File: config.mk
export PLATFORM = sky130hd
export DESIGN_NAME = controlador_injecao
export DESIGN_NICKNAME = d
export VERILOG_FILES = /design/src/rtl/controlador_injecao.sv
export SDC_FILE = /design/constraint.sdc
export NUM_CORES = 1
export LEC_CHECK = 0
export CAP_MARGIN = 0
export CORE_ASPECT_RATIO = 1.25
export CORE_MARGIN = 5
export CORE_UTILIZATION = 40
export CTS_CLUSTER_SIZE = 16
export DETAILED_ROUTE_END_ITERATION = 8
export GPL_ROUTABILITY_DRIVEN = 0
export GPL_TIMING_DRIVEN = 0
export PLACE_DENSITY = 0.7
export SLEW_MARGIN = 20
export SYNTH_ARGS = -nofsm -noshare
export SYNTH_HDL_FRONTEND = slang
export SYNTH_SLANG_ARGS = --single-unit
File: constraint.sdc
create_clock -name clk -period 4.5 [get_ports clk]
set_input_delay 0.9 -clock clk [delete_from_list [all_inputs] [get_ports clk]]
set_output_delay 0.9 -clock clk [all_outputs]
set_load 0.03 [all_outputs]
File: src/rtl/controlador_injecao.sv
// Hamming(15,11) error-injection campaign controller: drives a codeword and
//    bit index to an external injector, hands each vector to a decoder and
//    scores the decoder's corrected output against the original codeword.
// Latency: inicio to first dec_valido 1 cycle; each test takes 1 cycle in
//    ENVIA plus the decoder response time (max 64 cycles); FIM lasts 1 cycle.
// Backpressure: dec_valido holds, with inj_n/inj_erro stable, until dec_pronto
//    is sampled high; a missing decoder result times out after 64 cycles.
//
// Ports:
//   clk, rst                   clock, synchronous active-high reset
//   inicio, modo, posicao      start request, 0=sweep/1=single shot, shot position
//   palavra                    codeword under test (latched with inicio)
//   inj_entrada, inj_n,        codeword, bit index and enable for the injector
//   inj_erro
//   dec_valido, dec_pronto     vector handshake toward the decoder
//   res_valido, res_dados      decoder result
//   ocupado, concluido         campaign running, one-cycle completion pulse
//   acertos, falhas, estouro   pass count, fail count, sticky timeout flag

module controlador_injecao (
   input  logic        clk,
   input  logic        rst,
   input  logic        inicio,
   input  logic        modo,
   input  logic [3:0]  posicao,
   input  logic [14:0] palavra,
   output logic [14:0] inj_entrada,
   output logic [3:0]  inj_n,
   output logic        inj_erro,
   output logic        dec_valido,
   input  logic        dec_pronto,
   input  logic        res_valido,
   input  logic [14:0] res_dados,
   output logic        ocupado,
   output logic        concluido,
   output logic [4:0]  acertos,
   output logic [4:0]  falhas,
   output logic        estouro
);

   typedef enum logic [1:0] {OCIOSO, ENVIA, ESPERA, FIM} estado_t;

   estado_t     r_estado;
   estado_t     w_prox;

   logic [14:0] r_palavra;
   logic        r_modo;
   logic [3:0]  r_posicao;
   logic [3:0]  r_k;
   logic [5:0]  r_tempo;
   logic [4:0]  r_acertos;
   logic [4:0]  r_falhas;
   logic        r_estouro;

   logic        w_ultimo;
   logic        w_expira;
   logic        w_fim_teste;
   logic [3:0]  w_n;
   logic        w_erro;

   // Single shot always ends after its only test; sweep ends after k=15.
   assign w_ultimo    = r_modo | (r_k == 4'd15);
   // 64th consecutive ESPERA edge without a result.
   assign w_expira    = (r_tempo == 6'd63);
   assign w_fim_teste = res_valido | w_expira;

   // Sweep: k=0 is the clean reference word, k>=1 flips bit k-1.
   assign w_erro = r_modo | (r_k != 4'd0);
   assign w_n    = r_modo ? r_posicao : ((r_k == 4'd0) ? 4'd0 : r_k - 4'd1);

   always_ff @(posedge clk) begin
      if (rst) begin
         r_estado <= OCIOSO;
      end else begin
         r_estado <= w_prox;
      end
   end

   always_comb begin
      w_prox      = r_estado;
      inj_entrada = 15'd0;
      inj_n       = 4'd0;
      inj_erro    = 1'b0;
      dec_valido  = 1'b0;
      ocupado     = 1'b0;
      concluido   = 1'b0;
      case (r_estado)
         OCIOSO: begin
            if (inicio) w_prox = ENVIA;
         end
         ENVIA: begin
            ocupado     = 1'b1;
            dec_valido  = 1'b1;
            inj_entrada = r_palavra;
            inj_n       = w_n;
            inj_erro    = w_erro;
            if (dec_pronto) w_prox = ESPERA;
         end
         ESPERA: begin
            ocupado     = 1'b1;
            inj_entrada = r_palavra;
            inj_n       = w_n;
            inj_erro    = w_erro;
            if (w_fim_teste) w_prox = w_ultimo ? FIM : ENVIA;
         end
         FIM: begin
            ocupado     = 1'b1;
            concluido   = 1'b1;
            inj_entrada = r_palavra;
            w_prox      = OCIOSO;
         end
         default: w_prox = OCIOSO;
      endcase
   end

   always_ff @(posedge clk) begin
      if (rst) begin
         r_palavra <= 15'd0;
         r_modo    <= 1'b0;
         r_posicao <= 4'd0;
         r_k       <= 4'd0;
         r_tempo   <= 6'd0;
         r_acertos <= 5'd0;
         r_falhas  <= 5'd0;
         r_estouro <= 1'b0;
      end else begin
         case (r_estado)
            OCIOSO: begin
               if (inicio) begin
                  r_palavra <= palavra;
                  r_modo    <= modo;
                  r_posicao <= posicao;
                  r_k       <= 4'd0;
                  r_acertos <= 5'd0;
                  r_falhas  <= 5'd0;
                  r_estouro <= 1'b0;
               end
            end
            ENVIA: begin
               if (dec_pronto) r_tempo <= 6'd0;
            end
            ESPERA: begin
               // A result on the expiry edge wins over the timeout.
               if (res_valido) begin
                  if (res_dados == r_palavra) r_acertos <= r_acertos + 5'd1;
                  else                        r_falhas  <= r_falhas + 5'd1;
               end else if (w_expira) begin
                  r_falhas  <= r_falhas + 5'd1;
                  r_estouro <= 1'b1;
               end else begin
                  r_tempo <= r_tempo + 6'd1;
               end
               if (w_fim_teste && !w_ultimo) r_k <= r_k + 4'd1;
            end
            default: ;
         endcase
      end
   end

   assign acertos = r_acertos;
   assign falhas  = r_falhas;
   assign estouro = r_estouro;

endmodule

### Word-level counts from Yosys, hierarchy flattened

Index checks and enable logic that the tools add are counted.
W data, S select, Z words.

* flip-flop bits (word level): 43
* input port bits: 40
* output and inout bits: 34
* logic and storage cells: 82

* add/sub/neg operators: 5
* equality and inequality tests: 17
* muxes and demuxes: 32
* bitwise logic cells: 3
* reductions and logical operators: 16

Operator list (number)
* $mux W5: 6
* $mux W4: 5
* $pmux W5 S2: 2
* $mux W6: 3
* $ne A2 B2 Y1 const B: 9
* $reduce_and A4 Y1: 4
* $eq A15 B15 Y1: 1
* $mux W15: 1
* $pmux W6 S2: 1
* $add A5 B1 Y5 const B: 2
* $mux W2: 4
* $pmux W2 S4: 1
* $pmux W4 S2: 1
* $mux W1: 7
* $add A6 B1 Y6 const B: 1
* $eq A6 B6 Y1 const B: 1
* $ne A3 B3 Y1 const B: 2
* $reduce_and A3 Y1: 2
* $add A4 B1 Y4 const B: 1
* $eq A2 B2 Y1 const B: 2
* $eq A4 B4 Y1 const B: 1
* $logic_not A4 Y1: 1
* $reduce_bool A2 Y1: 2
* $reduce_bool A4 Y1: 1
* 10 further kinds: 12

### Longest topological paths before layout

Gate-level depths: netlist (run 1).

* depth after elaboration: 6
* depth in mapped cells: 8
* mapped depth without buffers: 7

### Least setup slack after synthesis (run 1)

Ideal clock, no wire load.

* kind: register to output
* from: register r_k[0]
* to: output inj_n[1]
* arrival: 1.664 ns
* setup slack: 1.936 ns
* stages on the path, launching flop included: 6
* cell sequence: dfxtp_1 > inv_1 > ha_1 > a21oi_1 > o21ai_0 > a21boi_0

* cells in the longest elaborated chain, start to end: 4

RTL lines
* from (decl): line 49 `logic [3:0] r_k;`
* from (signal assigned): line 153 `if (w_fim_teste && !w_ultimo) r_k <= r_k + 4'd1;`
* $sub A4 B1 Y4 / $logic_not A4 Y1 (equally long branches): line 69 `assign w_n = r_modo ? r_posicao : ((r_k == 4'd0) ? 4'd0 : r_k - 4'd1);`
* $mux W4 (*) (2 in series): line 69
* $mux W4 (*): line 87 `case (r_estado)`
* to (decl): line 28 `output logic [3:0] inj_n,`

Mark *: on every way between the ends. The rest lies on a longest branch, timed or not.

### Worst setup path after layout (run 1)

* from: register r_estado[0]
* to: output inj_entrada[8]

* cells in the longest elaborated chain, start to end: 3

RTL lines
* from (decl): line 43 `estado_t r_estado;`
* from (signal assigned): line 75 `r_estado <= w_prox;`
* $eq A2 B2 Y1 / $eq A2 B1 Y1 (equally long branches): line 87
* $reduce_or A3 Y1 (no source line) (*)
* $mux W15 (*): line 87
* to (decl): line 27 `output logic [14:0] inj_entrada,`

Marks and branches as above.

==> results.toml, run 1 <==
[logic_synthesis]
ys_ff_latch = 43
async_flop_share_pct = 0
syn-cell-area_um2 = 2490
netlist_instances = 308
synth_edf_count = 0
ys_types = 44
syn_area_per_cell_um2 = 8.10
seq_area_frac_synth_pct = 34.5
synth_ff_type = "dfxtp_1"
yosysWarningCount = 0
syn_nets = 358

[sta]
setup_viol = 0
relSlewSlack_pct = 57.1
hold_violations = 0
finalCriticalPeriod_ps = 3230
slew_violations = 0
tns_ps = 0
clock_skew_ps = 5.87
fmax_mhz = 310
tightestPinTransition_ps = 643
fin_crit_sh_pct = 71.7
rsz0062_at_grt = "false"

[clocking]
cts_root_buffer = "clkbuf_8"
cts_buffer_depth = 2
worstSkewPairLatency_ps = 300
htree_num_levels = 2
cts.sinks = 43
post-cts-setup-buffers = 0
post_cts_resize_count = 0
cts_tree = "done"
hold_buffers = 0
cts_inserted_buffers = 5
path_clk_slew_ps = 80

[min_path]
hp-class = "reg2reg"

[power]
p_sw_mw = 0.603
ir_drop_mv = 0.320
p_int_mw = 0.844
power_density_nw_per_um2 = 423
p_leak_nw = 1.19
clockPowerShare_pct = 17.5
netSwitchingFraction_pct = 41.7
combPwrFrac_pct = 49.5
seq_power_share_pct = 33.0

[drt]
first_pass_iters = 4
first_iter_violations = 125
ant_nets = 0
wirelength_mm = 6.50
wl_per_cell_um = 13.7
avgViaCountPerCell = 4.90
num_vias = 2317
drc = 0

[setup_path]
cp.required_ps = 3600
cp_max_fo = 10
crit_arrival_ps = 2330
start_kind = "flop"
crit_type = "reg2out"
end_kind = "output pin"

[cells_and_area]
nNetsFinal = 438
antennaDiodeCount = 0
postLayoutCoreUtil_pct = 55.8
layout-drive-gt1-share_pct = 5.93
area_growth_pct = 37.1

[die]
die_y_um = 98.3
start_util_pct = 40.7
die-area_um2 = 7920
io_pins = 74
die_x_um = 80.6
core_um2 = 6130
row_count = 32

[grt]
grt_pass1_wl_mm = 10.8
grt_max_degree = 13
track_usage_pct = 17.1
antenna_found_initial = 0
grt_pass1_vias = 2262
grt_overflow_total = 0

[placed_design]
port_buffers = 73
dp_hpwl_mm = 4.97

[status]
status = "finished clean"

[run]
max_cap_violations = 0
-- metal layers --
metal  share of wire [%]  GRT usage, %  wire length [um]
met3                 3.4          3.41               218
met2                  51          29.0              3330
met5                   0             0                 0
met4                 1.1          5.59                70
met1                  44          21.3              2880
-- final cells by class --
class | instances | area, um2
clock buffers | 6 | 82.6
multi-input cells | 240 | 1490
fillers | 612 | 2710
repair buffers | 73 | 731
plain buffers | 15 | 103
flip-flops and latches | 43 | 861
inverters | 10 | 37.5
well taps | 85 | 106
clock inverters | 1 | 5.00
-- final timing paths --
check | start | slack (ps) | endpoint | depth (start not counted)
worst max-delay path | r_estado[0] | 1270 | inj_entrada[8] | 5
worst min-delay path | r_posicao[2] | 470 | r_posicao[2] | 2
worst max register to register | r_estado[0] | 2320 | r_tempo[2] | 8
worst min register to register | r_posicao[2] | 470 | r_posicao[2] | 2
-- critical path, cell delays in order (launching register included) --
cell	delay, ps
dfxtp_1	410
inv_1	110
ha_1	330
clkbuf_1	290
nor2b_1	200
clkdlybuf4s50_1	690
-- cell usage in the layout (no fill, tap or decap), drive strengths merged, types with 10 or more instances in the layout --
master,synthesis,layout
a21oi,30,30
clkbuf,10,16
clkdlybuf4s50,0,73
dfxtp,43,43
ha,10,10
nand2,58,58
nand3,12,12
nor2,19,19
nor2b,19,19
xnor2,19,19
-- flip-flops by register name (all words and copies together) (netlist names) --
register	cells
r_palavra	15
r_tempo	6
acertos	5
falhas	5
r_k	4
r_posicao	4
r_estado	2
estouro	1
r_modo	1
-- synth_stat cells (4+ instances only) --
library cell  instances  area (um2)
nand2_1              57         214
dfxtp_1              43         861
a21oi_1              29         145
nor2_1               19        71.3
nor2b_1              19         119
xnor2_1              19         166
nand3_1              12        60.1
ha_1                 10         125
inv_1                 9        33.8
nand4_1               8        50.1
a31oi_1               7        43.8
clkbuf_1              7        26.3
o21ai_0               6        30.0
mux2i_1               5        50.1
a21o_1                4        30.0
and3_1                4        25.0
nor3_1                4        20.0
-- power by group through the flow --
stage | Clock, mW | Sequential [mW] | Combinational, mW
final | 0.253 | 0.478 | 0.716
after global routing | 0.273 | 0.485 | 0.786
after global placement | 0 | 0.485 | 0.717
after CTS | 0.262 | 0.478 | 0.723
after detailed placement | 0 | 0.487 | 0.718
after floorplan | 0 | 0.484 | 0.486
-- cells by family (layout without fill, tap and decap cells) --
group | count (synthesis) | count (layout) | synth area share [%]
DFF | 43 | 43 | 34.5
and+or+nand+nor | 140 | 140 | 28.2
adders and majority gates | 10 | 10 | 5.02
muxes | 7 | 7 | 2.91
buffers and inverters | 25 | 105 | 5.62
xor gates and xnor gates | 22 | 22 | 7.73
AOI/OAI and AO/OA | 61 | 61 | 16.0
-- through the flow --
stage / hold WS [ps] / area [um2] / cells / worst slack, ps / power (mW)
floorplan: 436 / 2490 / 308 / 1940 / 0.970
global placement: 453 / 3330 / 466 / 1570 / 1.20
detailed placement: 460 / 3330 / 466 / 1580 / 1.21
CTS: 471 / 3420 / 473 / 1250 / 1.46
global route: 486 / 3420 / 473 / 1120 / 1.54
finish: 465 / 3420 / 473 / 1270 / 1.45
Note: power is estimated with default switching activity, not from simulation.
==> run 2: changes to the inputs <==
clock period = 3.4 ns   (was 4.5 ns; I/O delays follow)
==> results of run 2 <==
Same layout as run 1 (identical final DEF). Status: finished clean.
Among the figures that moved: setup slack after placement 1580 ps -> 696 ps; setup slack after layout 1270 ps -> 393 ps; register-to-register setup slack 2320 ps -> 1220 ps; total power 1.45 mW -> 1.91 mW; worst IR drop on VDD 0.320 mV -> 0.423 mV
